## src/rtl/mem_seq_pkg.sv

```systemverilog
// Shared types and constants for the memory access sequencer: state encoding,
// read-latency bounds, bus widths and requester port indices.
package mem_seq_pkg;

  localparam int ADDR_W        = 8;
  localparam int DATA_W        = 16;
  localparam int RD_CYCLES_MIN = 1;
  localparam int RD_CYCLES_MAX = 4;
  localparam int CNT_W         = $clog2(RD_CYCLES_MAX);

  localparam logic FETCH = 1'b0;
  localparam logic DATA  = 1'b1;

  typedef enum logic [2:0] {
    ST_IDLE  = 3'd0,
    ST_ADDR  = 3'd1,
    ST_DATA  = 3'd2,
    ST_READ  = 3'd3,
    ST_WRITE = 3'd4,
    ST_DONE  = 3'd5
  } state_t;

  function automatic logic [DATA_W-1:0] zext_addr(input logic [ADDR_W-1:0] a);
    return {{(DATA_W-ADDR_W){1'b0}}, a};
  endfunction

endpackage

```

## src/rtl/mem_access_sequencer_if.sv

```systemverilog
// Requester handshakes, MDR read-back and datapath strobes of the sequencer.
// master = requesters plus MAR/MDR/RAM datapath, slave = the sequencer.
interface mem_access_sequencer_if;
  import mem_seq_pkg::*;

  logic              req0, req1;
  logic              we0, we1;
  logic [ADDR_W-1:0] addr0, addr1;
  logic [DATA_W-1:0] wdata0, wdata1;
  logic              ack0, ack1;
  logic [DATA_W-1:0] rd_data;
  logic              busy;
  logic [DATA_W-1:0] mdr_q;
  logic [DATA_W-1:0] bus_out;
  logic              bus_drive;
  logic              mar_in, mdr_in, mdr_out, ram_read, ram_write;

  modport master (
    output req0, req1, we0, we1, addr0, addr1, wdata0, wdata1, mdr_q,
    input  ack0, ack1, rd_data, busy, bus_out, bus_drive,
           mar_in, mdr_in, mdr_out, ram_read, ram_write
  );

  modport slave (
    input  req0, req1, we0, we1, addr0, addr1, wdata0, wdata1, mdr_q,
    output ack0, ack1, rd_data, busy, bus_out, bus_drive,
           mar_in, mdr_in, mdr_out, ram_read, ram_write
  );

endinterface

```

## src/rtl/mem_access_sequencer_arb.sv

```systemverilog
// Two-port round-robin arbiter: on contention the port not served last wins.
module rr_arbiter2
  import mem_seq_pkg::*;
(
  input  logic [1:0] req,
  input  logic       last_served,
  input  logic       grant_en,
  output logic [1:0] grant
);

  always_comb begin
    grant = 2'b00;
    if (grant_en) begin
      case (req)
        2'b01:   grant = 2'b01;
        2'b10:   grant = 2'b10;
        2'b11:   grant = (last_served == DATA) ? 2'b01 : 2'b10;
        default: grant = 2'b00;
      endcase
    end
  end

endmodule

```

## src/rtl/mem_access_sequencer.sv

```systemverilog
// Sequences MAR/MDR/RAM strobes so the fetch and data ports share one memory path.
//   state | meaning
//   IDLE  | waiting for a request, arbiter enabled
//   ADDR  | address on bus, MAR_in
//   DATA  | write data on bus, MDR_in
//   READ  | RAM_read held for RD_CYCLES cycles
//   WRITE | RAM_write pulse
//   DONE  | ack to latched port; MDR_out on reads
module mem_access_sequencer
  import mem_seq_pkg::*;
#(
  parameter int RD_CYCLES = 2
) (
  input logic                    clk,
  input logic                    reset,
  mem_access_sequencer_if.slave  bus
);

  localparam logic [CNT_W-1:0] RD_LOAD = CNT_W'(RD_CYCLES - 1);

  state_t            state;
  logic [CNT_W-1:0]  rd_cnt;
  logic              port_q;
  logic              we_q;
  logic [DATA_W-1:0] wdata_q;
  logic              last_served;
  logic [1:0]        grant;

  rr_arbiter2 u_arb (
    .req        ({bus.req1, bus.req0}),
    .last_served(last_served),
    .grant_en   (state == ST_IDLE),
    .grant      (grant)
  );

  assign bus.rd_data = bus.mdr_q;

  // Outputs are registered with the state they belong to, so each strobe
  // is high exactly while the FSM sits in the matching state.
  always_ff @(posedge clk or posedge reset) begin
    if (reset) begin
      state         <= ST_IDLE;
      rd_cnt        <= '0;
      port_q        <= FETCH;
      we_q          <= 1'b0;
      wdata_q       <= '0;
      last_served   <= DATA;
      bus.ack0      <= 1'b0;
      bus.ack1      <= 1'b0;
      bus.busy      <= 1'b0;
      bus.bus_out   <= '0;
      bus.bus_drive <= 1'b0;
      bus.mar_in    <= 1'b0;
      bus.mdr_in    <= 1'b0;
      bus.mdr_out   <= 1'b0;
      bus.ram_read  <= 1'b0;
      bus.ram_write <= 1'b0;
    end else begin
      bus.ack0      <= 1'b0;
      bus.ack1      <= 1'b0;
      bus.bus_out   <= '0;
      bus.bus_drive <= 1'b0;
      bus.mar_in    <= 1'b0;
      bus.mdr_in    <= 1'b0;
      bus.mdr_out   <= 1'b0;
      bus.ram_read  <= 1'b0;
      bus.ram_write <= 1'b0;

      unique case (state)
        ST_IDLE: begin
          if (grant != 2'b00) begin
            port_q        <= grant[1];
            we_q          <= grant[1] ? bus.we1 : bus.we0;
            wdata_q       <= grant[1] ? bus.wdata1 : bus.wdata0;
            bus.bus_out   <= zext_addr(grant[1] ? bus.addr1 : bus.addr0);
            bus.bus_drive <= 1'b1;
            bus.mar_in    <= 1'b1;
            bus.busy      <= 1'b1;
            state         <= ST_ADDR;
          end
        end

        ST_ADDR: begin
          if (we_q) begin
            bus.bus_out   <= wdata_q;
            bus.bus_drive <= 1'b1;
            bus.mdr_in    <= 1'b1;
            state         <= ST_DATA;
          end else begin
            rd_cnt       <= RD_LOAD;
            bus.ram_read <= 1'b1;
            state        <= ST_READ;
          end
        end

        ST_DATA: begin
          bus.ram_write <= 1'b1;
          state         <= ST_WRITE;
        end

        ST_READ: begin
          if (rd_cnt == '0) begin
            bus.ack0    <= (port_q == FETCH);
            bus.ack1    <= (port_q == DATA);
            bus.mdr_out <= 1'b1;
            state       <= ST_DONE;
          end else begin
            rd_cnt       <= rd_cnt - 1'b1;
            bus.ram_read <= 1'b1;
          end
        end

        ST_WRITE: begin
          bus.ack0 <= (port_q == FETCH);
          bus.ack1 <= (port_q == DATA);
          state    <= ST_DONE;
        end

        ST_DONE: begin
          last_served <= port_q;
          bus.busy    <= 1'b0;
          state       <= ST_IDLE;
        end

        default: state <= ST_IDLE;
      endcase
    end
  end

endmodule
```

## src/flat_wrapper.sv

```systemverilog
// flat-port wrapper written by rule: the top's interface ports become plain ports
module mem_access_sequencer_flat import mem_seq_pkg::*;
#(
  parameter int RD_CYCLES = 2
)
  (clk, reset, bus_req0, bus_req1, bus_we0, bus_we1, bus_addr0, bus_addr1, bus_wdata0, bus_wdata1, bus_mdr_q, bus_ack0, bus_ack1, bus_rd_data, bus_busy, bus_bus_out, bus_bus_drive, bus_mar_in, bus_mdr_in, bus_mdr_out, bus_ram_read, bus_ram_write);
  mem_access_sequencer_if bus_i ();
  input logic clk;
  input logic reset;
  input wire logic [$bits(bus_i.req0)-1:0] bus_req0;
  input wire logic [$bits(bus_i.req1)-1:0] bus_req1;
  input wire logic [$bits(bus_i.we0)-1:0] bus_we0;
  input wire logic [$bits(bus_i.we1)-1:0] bus_we1;
  input wire logic [$bits(bus_i.addr0)-1:0] bus_addr0;
  input wire logic [$bits(bus_i.addr1)-1:0] bus_addr1;
  input wire logic [$bits(bus_i.wdata0)-1:0] bus_wdata0;
  input wire logic [$bits(bus_i.wdata1)-1:0] bus_wdata1;
  input wire logic [$bits(bus_i.mdr_q)-1:0] bus_mdr_q;
  output wire logic [$bits(bus_i.ack0)-1:0] bus_ack0;
  output wire logic [$bits(bus_i.ack1)-1:0] bus_ack1;
  output wire logic [$bits(bus_i.rd_data)-1:0] bus_rd_data;
  output wire logic [$bits(bus_i.busy)-1:0] bus_busy;
  output wire logic [$bits(bus_i.bus_out)-1:0] bus_bus_out;
  output wire logic [$bits(bus_i.bus_drive)-1:0] bus_bus_drive;
  output wire logic [$bits(bus_i.mar_in)-1:0] bus_mar_in;
  output wire logic [$bits(bus_i.mdr_in)-1:0] bus_mdr_in;
  output wire logic [$bits(bus_i.mdr_out)-1:0] bus_mdr_out;
  output wire logic [$bits(bus_i.ram_read)-1:0] bus_ram_read;
  output wire logic [$bits(bus_i.ram_write)-1:0] bus_ram_write;
  assign bus_i.req0 = bus_req0;
  assign bus_i.req1 = bus_req1;
  assign bus_i.we0 = bus_we0;
  assign bus_i.we1 = bus_we1;
  assign bus_i.addr0 = bus_addr0;
  assign bus_i.addr1 = bus_addr1;
  assign bus_i.wdata0 = bus_wdata0;
  assign bus_i.wdata1 = bus_wdata1;
  assign bus_i.mdr_q = bus_mdr_q;
  assign bus_ack0 = bus_i.ack0;
  assign bus_ack1 = bus_i.ack1;
  assign bus_rd_data = bus_i.rd_data;
  assign bus_busy = bus_i.busy;
  assign bus_bus_out = bus_i.bus_out;
  assign bus_bus_drive = bus_i.bus_drive;
  assign bus_mar_in = bus_i.mar_in;
  assign bus_mdr_in = bus_i.mdr_in;
  assign bus_mdr_out = bus_i.mdr_out;
  assign bus_ram_read = bus_i.ram_read;
  assign bus_ram_write = bus_i.ram_write;
  mem_access_sequencer #(.RD_CYCLES(RD_CYCLES)) u_core (.clk(clk), .reset(reset), .bus(bus_i));
endmodule
```

## config.mk

```make
export PLATFORM = sky130hd
export DESIGN_NAME = mem_access_sequencer_flat
export DESIGN_NICKNAME = d
export VERILOG_FILES = /design/src/rtl/mem_seq_pkg.sv /design/src/rtl/mem_access_sequencer_if.sv /design/src/rtl/mem_access_sequencer_arb.sv /design/src/rtl/mem_access_sequencer.sv /design/src/flat_wrapper.sv
export SDC_FILE = /design/constraint.sdc
export NUM_CORES = 1
export LEC_CHECK = 0
export ABC_AREA = 1
export CAP_MARGIN = 20
export CORE_ASPECT_RATIO = 2
export CORE_MARGIN = 2
export CORE_UTILIZATION = 41
export DETAILED_ROUTE_END_ITERATION = 8
export MAX_ROUTING_LAYER = met4
export PLACE_DENSITY = 0.8
export SETUP_SLACK_MARGIN = 0.1
export SYNTH_ARGS = -nofsm -noshare
export SYNTH_HDL_FRONTEND = slang
export SYNTH_HIERARCHICAL = 1
export SYNTH_SLANG_ARGS = --single-unit
export TNS_END_PERCENT = 20
```

## constraint.sdc

```tcl
create_clock -name clk -period 1.9 [get_ports clk]
set_input_delay 0.475 -clock clk [delete_from_list [all_inputs] [get_ports clk]]
set_output_delay 0.475 -clock clk [all_outputs]
set_load 0.01 [all_outputs]
```

## Yosys cells after proc, flatten, opt, wreduce, memory -nomap -nowiden

Index checks and enable logic that the tools add are counted.

- Add/subtract/negate cells: 1
- Eq/ne operators: 12
- Muxes and demuxes: 33
- Bitwise gates (word level): 1
- Reductions and logical operators: 9

Operators by type and width:

| cell | count |
|---|---|
| two-way mux 16 bit | 2 |
| case mux 16 bit (2 select lines) | 1 |
| two-way mux 8 bit | 2 |
| case mux 3 bit (5 select lines) | 1 |
| two-way mux 1 bit | 14 |
| case mux 1 bit (2 select lines) | 5 |
| two-way mux 2 bit | 4 |
| == test 3 x 2 -> 1 bit (second input constant) | 2 |
| == test 3 bit (second input constant) | 2 |
| two-way mux 3 bit | 2 |
| case mux 2 bit (3 select lines) | 1 |
| AND reduction 2 bit | 3 |
| nonzero test 2 bit | 3 |
| == test 2 bit (second input constant) | 2 |
| inequality test 2 x 1 -> 1 bit (second input constant) | 2 |
| inequality test 2 bit (second input constant) | 2 |
| case mux 2 bit (2 select lines) | 1 |
| == test 3 x 1 -> 1 bit (second input constant) | 1 |
| zero test 3 bit | 1 |
| AND reduction 3 bit | 1 |
| == test 2 x 1 -> 1 bit (second input constant) | 1 |
| zero test 2 bit | 1 |
| subtractor 2 x 1 -> 2 bit (second input constant) | 1 |
| inverter 1 bit | 1 |

- Bits in registers: 49
- Output and inout bits: 41
- Word-level logic and storage cells: 72

## Logic depth before layout (Yosys ltp)

- Depth after elaboration: 6
- Mapped depth: 13

## Modules after synthesis

The synthesis kept the hierarchy.

By module, submodules not included:

| module | instances | cells an instance | area each (um^2) |
|---|---|---|---|
| mem_access_sequencer | 1 | 283 | 2358.5 |
| rr_arbiter2 | 1 | 5 | 21.3 |

## Worst setup path before layout

OpenSTA, ideal clock, no wires.

- Path type: flip-flop to flip-flop
- Start point: register u_core.state[2]
- End point: register u_core.port_q
- Setup time: 0.121 ns
- Arrival: 1.558 ns
- Data required time: 1.779 ns
- Setup slack: 0.220 ns
- Cell stages (with the launch flop): 12
- Path buffers: 3
- Period minus slack after synthesis: 1.680 ns
- Path through: dfrtp_1 > buf_6 > inv_1 > nand2_4 > inv_1 > nand2_1 > a21oi_1 > buf_2 > nor2_4 > nor2_8 > buf_6 > o21ai_1

- Word-level cells in the longest chain between the ends: 4

RTL lines:

| element | line | text |
|---|---|---|
| start: declaration | mem_access_sequencer.sv:21 | `state_t state;` |
| start signal: assignment | mem_access_sequencer.sv:42 | `state <= ST_IDLE;` |
| start signal: assignment | mem_access_sequencer.sv:79 | `state <= ST_ADDR;` |
| start signal: assignment | mem_access_sequencer.sv:88 | `state <= ST_DATA;` |
| zero test 3 bit (*) | mem_access_sequencer.sv:32 | `.grant_en (state == ST_IDLE),` |
| two-way mux 2 bit (*) | mem_access_sequencer_arb.sv:13 | `if (grant_en) begin` |
| named net u_core.grant[1] | mem_access_sequencer.sv:27 | `logic [1:0] grant;` |
| nonzero test 2 bit | mem_access_sequencer.sv:71 | `if (grant != 2'b00) begin` |
| AND reduction 2 bit (no source line) | - |  |
| end signal: assignment | mem_access_sequencer.sv:72 | `port_q <= grant[1];` |
| end: declaration | mem_access_sequencer.sv:23 | `logic port_q;` |

Mark *: on every way through the listed nets, which the timed path passes. The rest lies on a longest branch.
A chain may end at the register's enable or synchronous reset.

## Final worst setup path

- Start point: input bus_req1
- End point: register u_core.bus.bus_out[0]

- Word-level cells in the longest chain between the ends: 6
- Elaborated cells between the ends (all ways): 9
- Those cells by class: eq/ne: 3; mux: 5; reduce/logical: 1

RTL lines:

| element | line | text |
|---|---|---|
| start: declaration | flat_wrapper.sv:11 | `input wire logic [$bits(bus_i.req1)-1:0] bus_req1;` |
| == test 2 bit or == test 2 x 1 -> 1 bit (tied branches) | mem_access_sequencer_arb.sv:14 | `case (req)` |
| case mux 2 bit (3 select lines) (*) | mem_access_sequencer_arb.sv:14 |  |
| two-way mux 2 bit (*) | mem_access_sequencer_arb.sv:13 |  |
| named net u_core.grant[1] | mem_access_sequencer.sv:27 |  |
| two-way mux 8 bit or nonzero test 2 bit (tied branches) | mem_access_sequencer.sv:75, mem_access_sequencer.sv:71 |  |
| two-way mux 8 bit (*) | mem_access_sequencer.sv:71 |  |
| case mux 16 bit (2 select lines) (*) | mem_access_sequencer.sv:69 | `unique case (state)` |
| end signal: assignment | mem_access_sequencer.sv:75 | `bus.bus_out <= zext_addr(grant[1] ? bus.addr1 : bus.addr0);` |
| end signal: assignment | mem_access_sequencer.sv:85 | `bus.bus_out <= wdata_q;` |
| end: declaration | mem_access_sequencer_if.sv:26 | `output ack0, ack1, rd_data, busy, bus_out, bus_drive,` |

Marked as above.

==> impl_metrics.ini <==
[yosys]
synthCells = 288
yosys_warnings = 6
syn_avg_cell_area_um2 = 8.26
synth_edf_count = 0
synth_ff_type = dfrtp_1
synth_area_um2 = 2380
ys_types = 26
synth_top_area_share_pct = 50.5
ys_seq_elements = 49
synth_nets = 359
yosysTopAreaCell = dfrtp_1
seq_area_frac_synth_pct = 51.6
synthTopCellsByArea = dfrtp_1, nand2_1, buf_4
synthArstFlopShare_pct = 100

[place]
dp_cells = 410
place_ws_ps = -149
place_congestion = 0.865
hpwl_um = 4310
port_buffers = 78
placed_cell_area_um2 = 3130

[sta]
holdWs_ps = 432
worst_pin_slew_ps = 538
rsz0062_at_grt = no
post-route-period-util_pct = 93.1
hold_viol = 0
period_needed_ps = 1770
skew_ps = 4.37
max_freq_ghz = 0.565
slew_headroom_pct = 63.8
drv_slew = 0
fin_ws_ps = 130
finalSetupViolations = 0

[layout]
mostFrequentLayoutCells = nand2_1, clkdlybuf4s50_1, dfrtp_1
drive_gt1_share_pct = 12.4
multi_input_area_um2 = 827
fillerInstances = 497
instances_no_fill = 424
final_common_cell = nand2_1
area_growth_pct = 42.9
num-nets-final = 433
fin_area_um2 = 3400
n_antenna_cell = 0
seq_area_um2 = 1230

[job]
drv_cap = 0

[routing]
wire_per_inst_um = 14.3
drt_first_pass_iters = 4
final_antenna_net_count = 0
routed_wl_um = 6070
drt_iter0_drc = 66
viasPerCell = 4.89
drc_errors = 0
vias = 2072

[cts]
clock_latency_ps = 290
cts_sinks = 49
tritoncts = built
numCtsBuffers = 5
clock_path_buffers = 2
clkTransAtPathRegs_ps = 70
cts_hold_buf = 0
htree_levels = 2
cts_root_buf = clkbuf_16

[worst_setup_path]
cp.required_ps = 2100
cp_num_buf_inv = 2
crit_slowest_cell = clkdlybuf4s50_1
crit_start = bus_req1
crit_family = buffers and inverters
r2r_setup_slack_ps = 150
r2r_start = u_core/state[0]
worstPathArrival_ps = 1970
cp-end-kind = register
endpoint = u_core/bus.bus_out[0]
crit_path_start_kind = primary input
path_depth = 8
critPathMaxFanout = 8
worst_path_most_repeated_cell = nand2_1
path_class = primary input to register
r2r_cells = 10
crit_chain = clkdlybuf4s50_1 > nand2_1 > a21oi_4 > nor2_4 > nor2_8 > clkbuf_16 > nand2_1 > o21ai_0
timing.rr.end = u_core/bus.bus_out[0]
max_stage_delay_ps = 510

[global_route]
track_usage_pct = 20.1
met1_usage_pct = 19.2
use_met3_pct = 3.72
grt_max_degree = 32
grt_overflow = 0
busiest_layer = met2
antenna_found_initial = 0
grt_pass1_vias = 2140
grt_first_pass_wirelength_um = 9450
grt_use_met2_pct = 33.3

[floorplan]
die_x_um = 57.9
dieArea_um2 = 6470
io_pins = 111
num_rows = 39
initial_core_util_pct = 42.0
core_area_um2 = 5660
die_h_um = 112

[worst_hold_path]
worstHoldPathType = register to register

[power]
max-vdd-ir-drop_mv = 1.04
power_density_nw_per_um2 = 1350
p_leak_uw = 0.00168

[outcome]
outcome = completed
## area by class of cell
class                           count  share of cell area (%)
Multi-Input combinational cell    179                    24.3
Clock buffer                        6                    3.79
Sequential cell                    49                    36.1
Inverter                           33                    3.72
Tap cell                           61                    2.24
Timing Repair Buffer               94                    28.7
Clock inverter                      2                    1.14
## flip-flops by register name, indices dropped and copies added (netlist names)
signal,count
u_core/bus.mdr_in,1
u_core/rd_cnt,2
u_core/bus.mdr_out,1
u_core/wdata_q,16
u_core/bus.ack0,1
u_core/last_served,1
u_core/bus.ram_read,1
u_core/bus.bus_out,16
u_core/state,3
u_core/bus.bus_drive,1
u_core/bus.busy,1
u_core/bus.ram_write,1
u_core/bus.ack1,1
u_core/we_q,1
u_core/port_q,1
u_core/bus.mar_in,1
## cell usage after synthesis, types with 2 or more instances
master   instances
nand2_1        115
dfrtp_1         48
inv_1           31
o21ai_0         17
buf_4           16
nor2_1          11
buf_6            6
o21ai_1          6
buf_2            5
o21ai_2          5
a21oi_1          4
nand2_2          4
nor3_1           4
inv_2            2
nand3_1          2
nor2_4           2
## kinds of logic after synthesis
| family | after synthesis | synth area share (%) |
|---|---|---|
| adder cells (fa/ha/maj) | 1 | 0.526 |
| AND/OR/NAND/NOR | 145 | 25.9 |
| buffers and inverters | 60 | 14.1 |
| AO/OA/AOI/OAI | 33 | 7.83 |
| flip-flops | 49 | 51.6 |
## per-stage QoR
step                power (uW)  TNS [ps]  utilization (%)
floorplan                 2760         0                -
global placement          3340     -1080             55.3
CTS                       4450         0             58.4
finish                    4600         0             60.1
global route              4910         0             60.1
detailed placement        3410     -2470             55.3
## worst register-to-register path: stages, from the launching register on
cell       delay, ps
dfrtp_1          400
nor2_4           140
nand2_4           90
inv_2             70
nand2_1           90
a21oi_4          250
nor2_4           100
nor2_8           200
clkbuf_16        200
nand2_1           50
o21ai_0           80
## worst min-delay path by stage
stage / startpoint / cells after the start / endpoint
detailed placement: u_core/port_q / 1 / u_core/bus.ack0
global placement: u_core/port_q / 1 / u_core/bus.ack0
CTS: u_core/port_q / 1 / u_core/bus.ack0
floorplan: u_core/port_q / 1 / u_core/bus.ack0
finish: u_core/port_q / 1 / u_core/bus.ack0
global route: u_core/port_q / 1 / u_core/bus.ack0
## routing by layer
metal / share of wire (%) / wire length (um)
met5: 0 / 0
met4: 6.9 / 421
met3: 4.5 / 273
met2: 56 / 3410
met1: 32 / 1970
## report_power, final
part | total (uW) | switching, uW | internal [uW]
clock | 1010 | 387 | 624
combinational | 1990 | 1070 | 918
sequential | 1600 | 162 | 1440
## timing repair
action,in CTS,in global routing
endpoints found under the setup margin,17,27
pin swaps,0,2
endpoints found under the hold margin,0,0
cloned,0,3
setup buffers,0,3
gates resized for setup,2,4
(Power assumes the default switching activity.)
